==> config.mk <==
export PLATFORM = sky130hd
export DESIGN_NAME = clock_div_ctrl
export DESIGN_NICKNAME = d
export VERILOG_FILES = /design/src/rtl/clock_div_ctrl_pkg.sv /design/src/rtl/clock_div_edge_det.sv /design/src/rtl/clock_div_ctrl.sv
export SDC_FILE = /design/constraint.sdc
export NUM_CORES = 1
export LEC_CHECK = 0
export BUFFER_PORTS_ARGS = -buffer_cell sky130_fd_sc_hd__buf_4
export CAP_MARGIN = 20
export CORE_MARGIN = 3
export CORE_UTILIZATION = 55
export CTS_BUF_LIST = sky130_fd_sc_hd__clkbuf_16
export CTS_CLUSTER_DIAMETER = 30
export DETAILED_ROUTE_END_ITERATION = 10
export HOLD_SLACK_MARGIN = 0.08
export PLACE_DENSITY = 0.86
export SKIP_CTS_REPAIR_TIMING = 1
export SYNTH_ARGS = -nofsm -noshare
export SYNTH_HDL_FRONTEND = slang
export SYNTH_SLANG_ARGS = --single-unit
==> constraint.sdc <==
create_clock -name clk_i -period 2.3 [get_ports clk_i]
set_input_delay 0.23 -clock clk_i [delete_from_list [all_inputs] [get_ports clk_i]]
set_output_delay 0.23 -clock clk_i [all_outputs]
set_load 0.05 [all_outputs]
==> src/rtl/clock_div_ctrl_pkg.sv <==
`default_nettype none
// ============================================================================
// Module   : clock_div_ctrl_pkg
// Purpose  : Shared state encoding and constants for the divider sequencer.
// Revision : 1.0 - initial release
// ============================================================================
package clock_div_ctrl_pkg;

  typedef enum logic [2:0] {
    ST_INIT   = 3'd0,
    ST_IDLE   = 3'd1,
    ST_DRAIN  = 3'd2,
    ST_GATE   = 3'd3,
    ST_LOAD   = 3'd4,
    ST_SETTLE = 3'd5
  } state_e;

  localparam int BYPASS_N  = 0;
  localparam int INIT_HOLD = 2;

  function automatic int max3(input int a, input int b, input int c);
    int m;
    m = (a > b) ? a : b;
    return (m > c) ? m : c;
  endfunction

endpackage
`default_nettype wire

==> src/rtl/clock_div_edge_det.sv <==
`default_nettype none
// ============================================================================
// Module   : clock_div_edge_det
// Purpose  : Samples a divided clock in the source domain, flags falling edges.
// Revision : 1.0 - initial release
// ============================================================================
module clock_div_edge_det (
  input  logic clk_i,
  input  logic rst_n_i,
  input  logic div_clk_i,
  output logic fall_o
);

  logic sample_q;

  always_ff @(posedge clk_i or negedge rst_n_i) begin
    if (!rst_n_i) begin
      sample_q <= 1'b0;
    end else begin
      sample_q <= div_clk_i;
    end
  end

  // Strobe is valid at the edge where the new sample (0) follows a 1.
  assign fall_o = sample_q & ~div_clk_i;

endmodule
`default_nettype wire

==> src/rtl/clock_div_ctrl.sv <==
`default_nettype none
// ============================================================================
// Module   : clock_div_ctrl
// Purpose  : Glitch-free runtime ratio changer wrapped around clock_div.
// Revision : 1.0 - initial release
// ============================================================================
module clock_div_ctrl
  import clock_div_ctrl_pkg::*;
#(
  parameter int SIZE          = 3,
  parameter int GATE_CYCLES   = 2,
  parameter int SETTLE_CYCLES = 4,
  parameter int DRAIN_TIMEOUT = 16
) (
  input  logic            clk_i,
  input  logic            rst_n_i,
  input  logic            req_valid_i,
  input  logic [SIZE-1:0] req_N_i,
  output logic            req_ready_o,
  input  logic            div_clk_i,
  output logic [SIZE-1:0] div_N_o,
  output logic            div_reset_n_o,
  output logic            gate_en_o,
  output logic            busy_o,
  output logic            done_o,
  output logic            err_timeout_o
);

  localparam int CNT_MAX = max3(max3(GATE_CYCLES, SETTLE_CYCLES, DRAIN_TIMEOUT), INIT_HOLD, 1);
  localparam int CNT_W   = $clog2(CNT_MAX + 1);

  localparam logic [CNT_W-1:0] C_CNT_SAT     = {CNT_W{1'b1}};
  localparam logic [CNT_W-1:0] C_INIT_LAST   = CNT_W'(INIT_HOLD - 1);
  localparam logic [CNT_W-1:0] C_GATE_LAST   = CNT_W'(GATE_CYCLES - 1);
  localparam logic [CNT_W-1:0] C_SETTLE_LAST = CNT_W'(SETTLE_CYCLES - 1);
  localparam logic [CNT_W-1:0] C_DRAIN_LAST  = CNT_W'(DRAIN_TIMEOUT - 1);

  state_e            state_q, state_d;
  logic [CNT_W-1:0]  cnt_q, cnt_d;
  logic [SIZE-1:0]   div_N_q, div_N_d;
  logic [SIZE-1:0]   pend_q, pend_d;
  logic              done_q, done_d;
  logic              err_q, err_d;

  logic              w_fall;
  logic              w_accept;
  logic [SIZE-1:0]   w_req_norm;

  clock_div_edge_det u_edge_det (
    .clk_i     (clk_i),
    .rst_n_i   (rst_n_i),
    .div_clk_i (div_clk_i),
    .fall_o    (w_fall)
  );

  assign w_accept   = (state_q == ST_IDLE) && req_valid_i;
  assign w_req_norm = (req_N_i == SIZE'(1)) ? SIZE'(BYPASS_N) : req_N_i;

  always_ff @(posedge clk_i or negedge rst_n_i) begin
    if (!rst_n_i) begin
      state_q <= ST_INIT;
      cnt_q   <= '0;
      div_N_q <= '0;
      pend_q  <= '0;
      done_q  <= 1'b0;
      err_q   <= 1'b0;
    end else begin
      state_q <= state_d;
      cnt_q   <= cnt_d;
      div_N_q <= div_N_d;
      pend_q  <= pend_d;
      done_q  <= done_d;
      err_q   <= err_d;
    end
  end

  always_comb begin
    state_d = state_q;
    cnt_d   = (cnt_q == C_CNT_SAT) ? cnt_q : cnt_q + CNT_W'(1);
    div_N_d = div_N_q;
    pend_d  = pend_q;
    done_d  = 1'b0;
    err_d   = err_q;

    case (state_q)
      ST_INIT: begin
        if (cnt_q == C_INIT_LAST) begin
          state_d = ST_IDLE;
          cnt_d   = '0;
        end
      end
      ST_IDLE: begin
        cnt_d = '0;
        if (w_accept) begin
          pend_d = w_req_norm;
          err_d  = 1'b0;
          if (w_req_norm == div_N_q) begin
            done_d = 1'b1;
          end else begin
            state_d = ST_DRAIN;
          end
        end
      end
      ST_DRAIN: begin
        // A bypassed divider has no low phase worth waiting for.
        if (div_N_q <= SIZE'(1) || w_fall) begin
          state_d = ST_GATE;
          cnt_d   = '0;
        end else if (cnt_q == C_DRAIN_LAST) begin
          err_d   = 1'b1;
          state_d = ST_GATE;
          cnt_d   = '0;
        end
      end
      ST_GATE: begin
        if (cnt_q == C_GATE_LAST) begin
          state_d = ST_LOAD;
          div_N_d = pend_q;
          cnt_d   = '0;
        end
      end
      ST_LOAD: begin
        state_d = ST_SETTLE;
        cnt_d   = '0;
      end
      ST_SETTLE: begin
        if (cnt_q == C_SETTLE_LAST) begin
          state_d = ST_IDLE;
          done_d  = 1'b1;
          cnt_d   = '0;
        end
      end
      default: begin
        state_d = ST_INIT;
        cnt_d   = '0;
      end
    endcase
  end

  // Outputs decode straight from state so the async reset reaches them at once.
  assign req_ready_o   = (state_q == ST_IDLE);
  assign busy_o        = (state_q != ST_IDLE);
  assign gate_en_o     = (state_q == ST_IDLE) || (state_q == ST_DRAIN);
  assign div_reset_n_o = (state_q != ST_INIT) && (state_q != ST_LOAD);
  assign div_N_o       = div_N_q;
  assign done_o        = done_q;
  assign err_timeout_o = err_q;

endmodule
`default_nettype wire
### Yosys cells after proc, flatten, opt, wreduce, memory -nomap -nowiden

Index checks and enable logic that the tools add are counted.

* word-level logic and storage cells: 67
* register bits: 17
* output and inout bits: 9

* equal/unequal tests: 21
* bitwise operators: 2
* muxes and demuxes: 23
* reduce and logical (&&, ||, !) cells: 12
* magnitude comparators: 1
* add/subtract/negate cells: 1

Operator list (number)
* $mux W5: 5
* $mux W3: 8
* $pmux W3 S6: 1
* $pmux W5 S3: 1
* $ne A2 B2 Y1 const B: 6
* $eq A3 B1 Y1 const B: 2
* $eq A3 B2 Y1 const B: 2
* $eq A3 B3 Y1 const B: 2
* $mux W1: 6
* $ne A3 B3 Y1 const B: 2
* $reduce_and A6 Y1: 1
* $add A5 B1 Y5 const B: 1
* $eq A5 B1 Y1 const B: 1
* $eq A5 B2 Y1 const B: 1
* $eq A5 B4 Y1 const B: 1
* $eq A5 B5 Y1 const B: 1
* $pmux W1 S2: 2
* $reduce_and A2 Y1: 2
* $reduce_and A4 Y1: 1
* $eq A3 B3 Y1: 1
* $le A3 B1 Y1 const B: 1
* $logic_not A3 Y1: 1
* $ne A3 B1 Y1 const B: 1
* $reduce_bool A3 Y1: 1
* other kinds (7): 9

### Depth between registers and ports, before layout

* depth in word-level cells: 6
* mapped depth: 6
* depth with buffers taken out: 6

### By module

Synthesis repeated with hierarchy kept, for this count alone.

* cell total of the unflattened synthesis: 84
* area total of the unflattened synthesis: 924.6 sq um

Modules (own cells, without submodules)
* clock_div_ctrl: area each 885.8 sq um, cells an instance 82, instances 1, sequential area each 400.4 sq um
* clock_div_edge_det: area each 38.8 sq um, cells an instance 2, instances 1, sequential area each 25.0 sq um

### Worst setup path before layout

OpenSTA, ideal clock, no wires.

* path type: reg2reg
* start point: register state_q[1]
* end point: register state_q[1]
* buffers on the path: 1
* setup slack: 0.538 ns
* arrival time: 1.641 ns
* data required time: 2.179 ns
* stages on the path, launching flop included: 7
* path through: dfrtp_1 -> buf_4 -> or3b_4 -> inv_2 -> and2_1 -> a21oi_1 -> a22o_1

* longest elaborated chain between the ends: 4
* elaborated cells on any way between the ends: 15
* classes of those cells: 11 x eq/ne; 1 x mux; 3 x reduce/logical

RTL lines
* from (decl): line clock_div_ctrl.sv:38 `state_e state_q, state_d;`
* from (signal assigned): line clock_div_ctrl.sv:68 `state_q <= state_d;`
* $eq A3 B1 Y1 *
* net req_ready_o: line clock_div_ctrl.sv:19 `output logic req_ready_o,`
* $logic_and A1 B1 Y1: line clock_div_ctrl.sv:56 `assign w_accept = (state_q == ST_IDLE) && req_valid_i;`
* $ne A2 B1 Y1 (no source line)
* $reduce_and A6 Y1 (no source line)

The timed path passes the listed nets; every way through them passes the cells marked *.
A chain may end at the register's enable or synchronous reset.

### Worst setup path in the final report

* start point: register state_q[2]
* end point: output port req_ready_o

* longest elaborated chain between the ends: 1

RTL lines
* $eq A3 B1 Y1: line clock_div_ctrl.sv:141 `assign req_ready_o = (state_q == ST_IDLE);`
* to (decl): line clock_div_ctrl.sv:19

No other way between the ends.

==> results.md <==
Global routing:
- The total congestion overflow is 0.
- Entering global routing, the biggest net connects 18 pins.
- The number of global-route vias before repair is 729.
- The number of antenna violations at the first check in global routing is 0.
- The first global-routing pass estimated 3284 um of wire.
- The global-route usage over all layers is 0.2077.

Cells and area:
- Leaving out fill and tap cells, the most frequent cells in the layout are sky130_fd_sc_hd__dfrtp_1 (17), sky130_fd_sc_hd__buf_4 (15), sky130_fd_sc_hd__a21oi_1 (6).
- For this run, the post-layout net count is 115.
- Of the cells placed in the final design, the portion with a size suffix greater than 1 is 0.3524.
- The most common library cell in the layout ignoring fill and taps is sky130_fd_sc_hd__dfrtp_1.
- The final instance area is 0.001164 mm^2.
- The post-route non-filler standard cell count is 121.
- The number of antenna diodes is 0.
- The post-route core utilization is 0.7381.
- Relative to the synthesized area, the layout overhead comes to 19.69%.

Worst setup path:
- The kind of cell adding the most delay to the critical path is flip-flops.
- The largest single stage delay on the critical path is 0.50 ns.
- The type of the worst setup path is reg2out.
- The largest driver fanout on the critical path is 11.
- The signal on the critical path passes through or3b_4 > inv_2 > buf_4.
- Data on the critical path is required at its endpoint by 2.07 ns.
- The nature of the critical path endpoint is an output pin.
- The slowest cell on the critical path is sky130_fd_sc_hd__dfrtp_1.
- The type of element launching the critical path is a flip-flop.
- At the worst endpoint, the arrival time is 1.51 ns.
- The sum of buffers and inverters on the critical path is 2.

Route:
- After detailed routing, the number of vias per cell comes to 6.174.
- Summed over all nets, wire length on met3 after detailed routing comes to 89 um.
- Dividing the detail-routed wire length by the instance count gives 15.97 um.
- The final layout contains routed wiring with a total length of 1932 um.
- Across all layers, the routed design uses 747 vias.
- The number of iterations in the first detailed-routing pass is 4.
- The highest layer touched by signal routing is met4.
- The residual antenna-violating net count after detailed routing is 0.
- The violation count after the first detailed-routing iteration is 26.
- In the detailed route, the total length drawn on met2 is 885 um.
- In the routed design, unresolved DRC markers number 0.
- The length of routed wiring on met1 is 915 um.

STA:
- The number of hold violations in the final report was 0.
- Of the available clock period, the critical path in the final layout requires 0.7573.
- Setup violations remaining at the end of the flow were counted as 0.
- Based on the critical path, the design can be clocked at up to 0.5741 GHz.
- The hold slack is 0.1005 ns.
- Adding up every negative setup slack in the final design gives 0 ns.
- The tightest slew margin relative to the limit is 0.7114.
- The slew of the pin with the lowest slew margin is 0.4296 ns.
- In the post-route analysis, the smallest setup slack over all paths is 0.5582 ns.
- The maximum clock skew at final layout is 0.001862 ns.
- Setup repair after global routing left no endpoint under its margin.
- The clock period minus final worst setup slack is 1.742 ns.
- The final number of max-transition violations came to 0.

CTS:
- Clock-pin slew was measured on the worst setup and hold paths at 0.05 ns.
- The later-pin clock latency in the skew report is 0.25 ns.
- The H-tree depth reported by CTS is 1.
- The clock buffer count from CTS is 3.
- The sink count of the clock tree is 17.
- The root buffer selected by CTS is sky130_fd_sc_hd__clkbuf_16.
- Counting along the longest clock path gives a buffer depth of 2.
- The CTS tree is yes.

Power and ir drop:
- In this run the power density over the cells is 1616 mW/mm^2.
- Summed over all cells, the static leakage comes to 0.5120 nW.
- The maximum vdd ir drop is 0.001008 V.
- Overall power consumption after layout is estimated at 1.881 mW.

Yosys:
- For this run, the register share of the synthesized area comes to 0.4376.
- The synthesized flop and latch total is 17.
- A synthesized cell averages 10.92 um^2.
- For this run, the number of Yosys warnings is 0.
- Yosys mapped the design onto 40 distinct sky130hd cell types.
- The post-synthesis instance total is 89.
- The number of nets handed over by synthesis was 98.
- The cell area that synthesis handed to floorplanning was 972.2 um^2.

Hold path:
- The min-delay analysis places its worst path in the category in2reg.

Floorplan:
- The placeable core region is 0.001577 mm^2.
- The die covers 0.002308 mm^2.
- The boundary pin count is 16.
- The initial utilization of the core area, before any placement, comes to 0.6167.
- In this run the vertical extent of the chip is 48.04 um.
- The die is 48.04 um wide.
- The floorplan has 14 rows.

Place:
- The post-place instance area is 0.001075 mm^2.
- The quantity of I/O buffers inserted on ports is 15.
- Routability-driven placement finished with a final weighted congestion of 0.8113.
- Prior to clock tree synthesis, the placed netlist has a worst setup slack of 0.6176 ns.
- The estimated wirelength of the detail-placed design is 1398 um.
- The number of placed instances, taps included, is 116.

Flow run:
- Max-cap violations in this run came to 0.

Run status:
- The run finished with clean final reports.
==> where the power goes <==
part,switching [mW],internal [mW]
combinational,0.599,0.401
sequential,0.141,0.401
clock,0.107,0.230
==> Yosys cell counts, drive strengths merged <==
library cell / count / area share
a211oi: 3 / 0.033
a21oi: 6 / 0.031
a221oi: 1 / 0.015
a22o: 2 / 0.018
a31o: 1 / 0.0090
and2: 1 / 0.0064
and2b: 2 / 0.018
and4b: 1 / 0.010
buf: 3 / 0.027
clkbuf: 1 / 0.0039
dfrtp: 17 / 0.44
ha: 2 / 0.026
inv: 5 / 0.019
mux2: 5 / 0.058
nand2: 5 / 0.022
nand3: 2 / 0.010
nand3b: 1 / 0.0077
nand4: 1 / 0.0064
nor2: 5 / 0.019
nor2b: 1 / 0.0064
nor3: 4 / 0.026
nor3b: 1 / 0.0077
nor4: 1 / 0.022
nor4b: 1 / 0.015
nor4bb: 1 / 0.010
o2111ai: 1 / 0.0090
o21ai: 2 / 0.010
o22ai: 1 / 0.0064
o31ai: 2 / 0.015
or2: 1 / 0.0064
or3b: 2 / 0.023
or4: 1 / 0.0077
or4b: 1 / 0.010
xnor2: 4 / 0.036
xor2: 1 / 0.0090
==> worst register-to-register path, cell delays in order (launching register included) <==
cell and delay [ns]:
sky130_fd_sc_hd__dfrtp_1 0.50, sky130_fd_sc_hd__or3b_4 0.47, sky130_fd_sc_hd__nor4_4 0.33, sky130_fd_sc_hd__nor3_2 0.14, sky130_fd_sc_hd__a211oi_2 0.18
==> kinds of logic after synthesis <==
group | synth area share
AOI/OAI and AO/OA | 0.1480
adders and majority gates | 0.02574
and+or+nand+nor | 0.2355
muxes | 0.05791
xor gates and xnor gates | 0.04504
DFF | 0.4376
buffers and inverters | 0.05018
==> cell type report <==
cell class,instances,area [um^2]
clock inverter,1,3.754
multi-input combinational,63,498.0
sequential,17,425.4
inverter,5,18.77
clock buffer,3,75.07
timing repair buffer,16,122.6
fill,109,412.9
tap,16,20.02
==> registers in the layout (all words and copies together) (netlist names) <==
name	cells
cnt_q	5
div_N_o	3
pend_q	3
state_q	3
done_o	1
err_timeout_o	1
u_edge_det.sample_q	1
==> path summary, 6_finish.rpt <==
path	start	endpoint	slack [ns]	cells after the start
worst max-delay path	state_q[2]$_DFFE_PN0P_	req_ready_o	0.56	3
worst min-delay path	div_clk_i	u_edge_det.sample_q$_DFF_PN0_	0.10	1
worst max register to register	state_q[2]$_DFFE_PN0P_	cnt_q[1]$_DFF_PN0_	0.59	4
worst min register to register	pend_q[0]$_DFFE_PN0P_	pend_q[0]$_DFFE_PN0P_	0.48	2
max in group asynchronous	rst_n_i	cnt_q[4]$_DFF_PN0_	1.73	2
min in group asynchronous	rst_n_i	div_N_o[0]$_DFFE_PN0P_	0.39	2
==> routing by layer <==
metal / vias up / GRT usage
li1: 359 / -
met1: 352 / 0.2857
met2: 28 / 0.3008
met3: 8 / 0.04887
met4: 0 / 0.1075
met5: - / 0
Note: power is estimated with default switching activity, not from simulation.
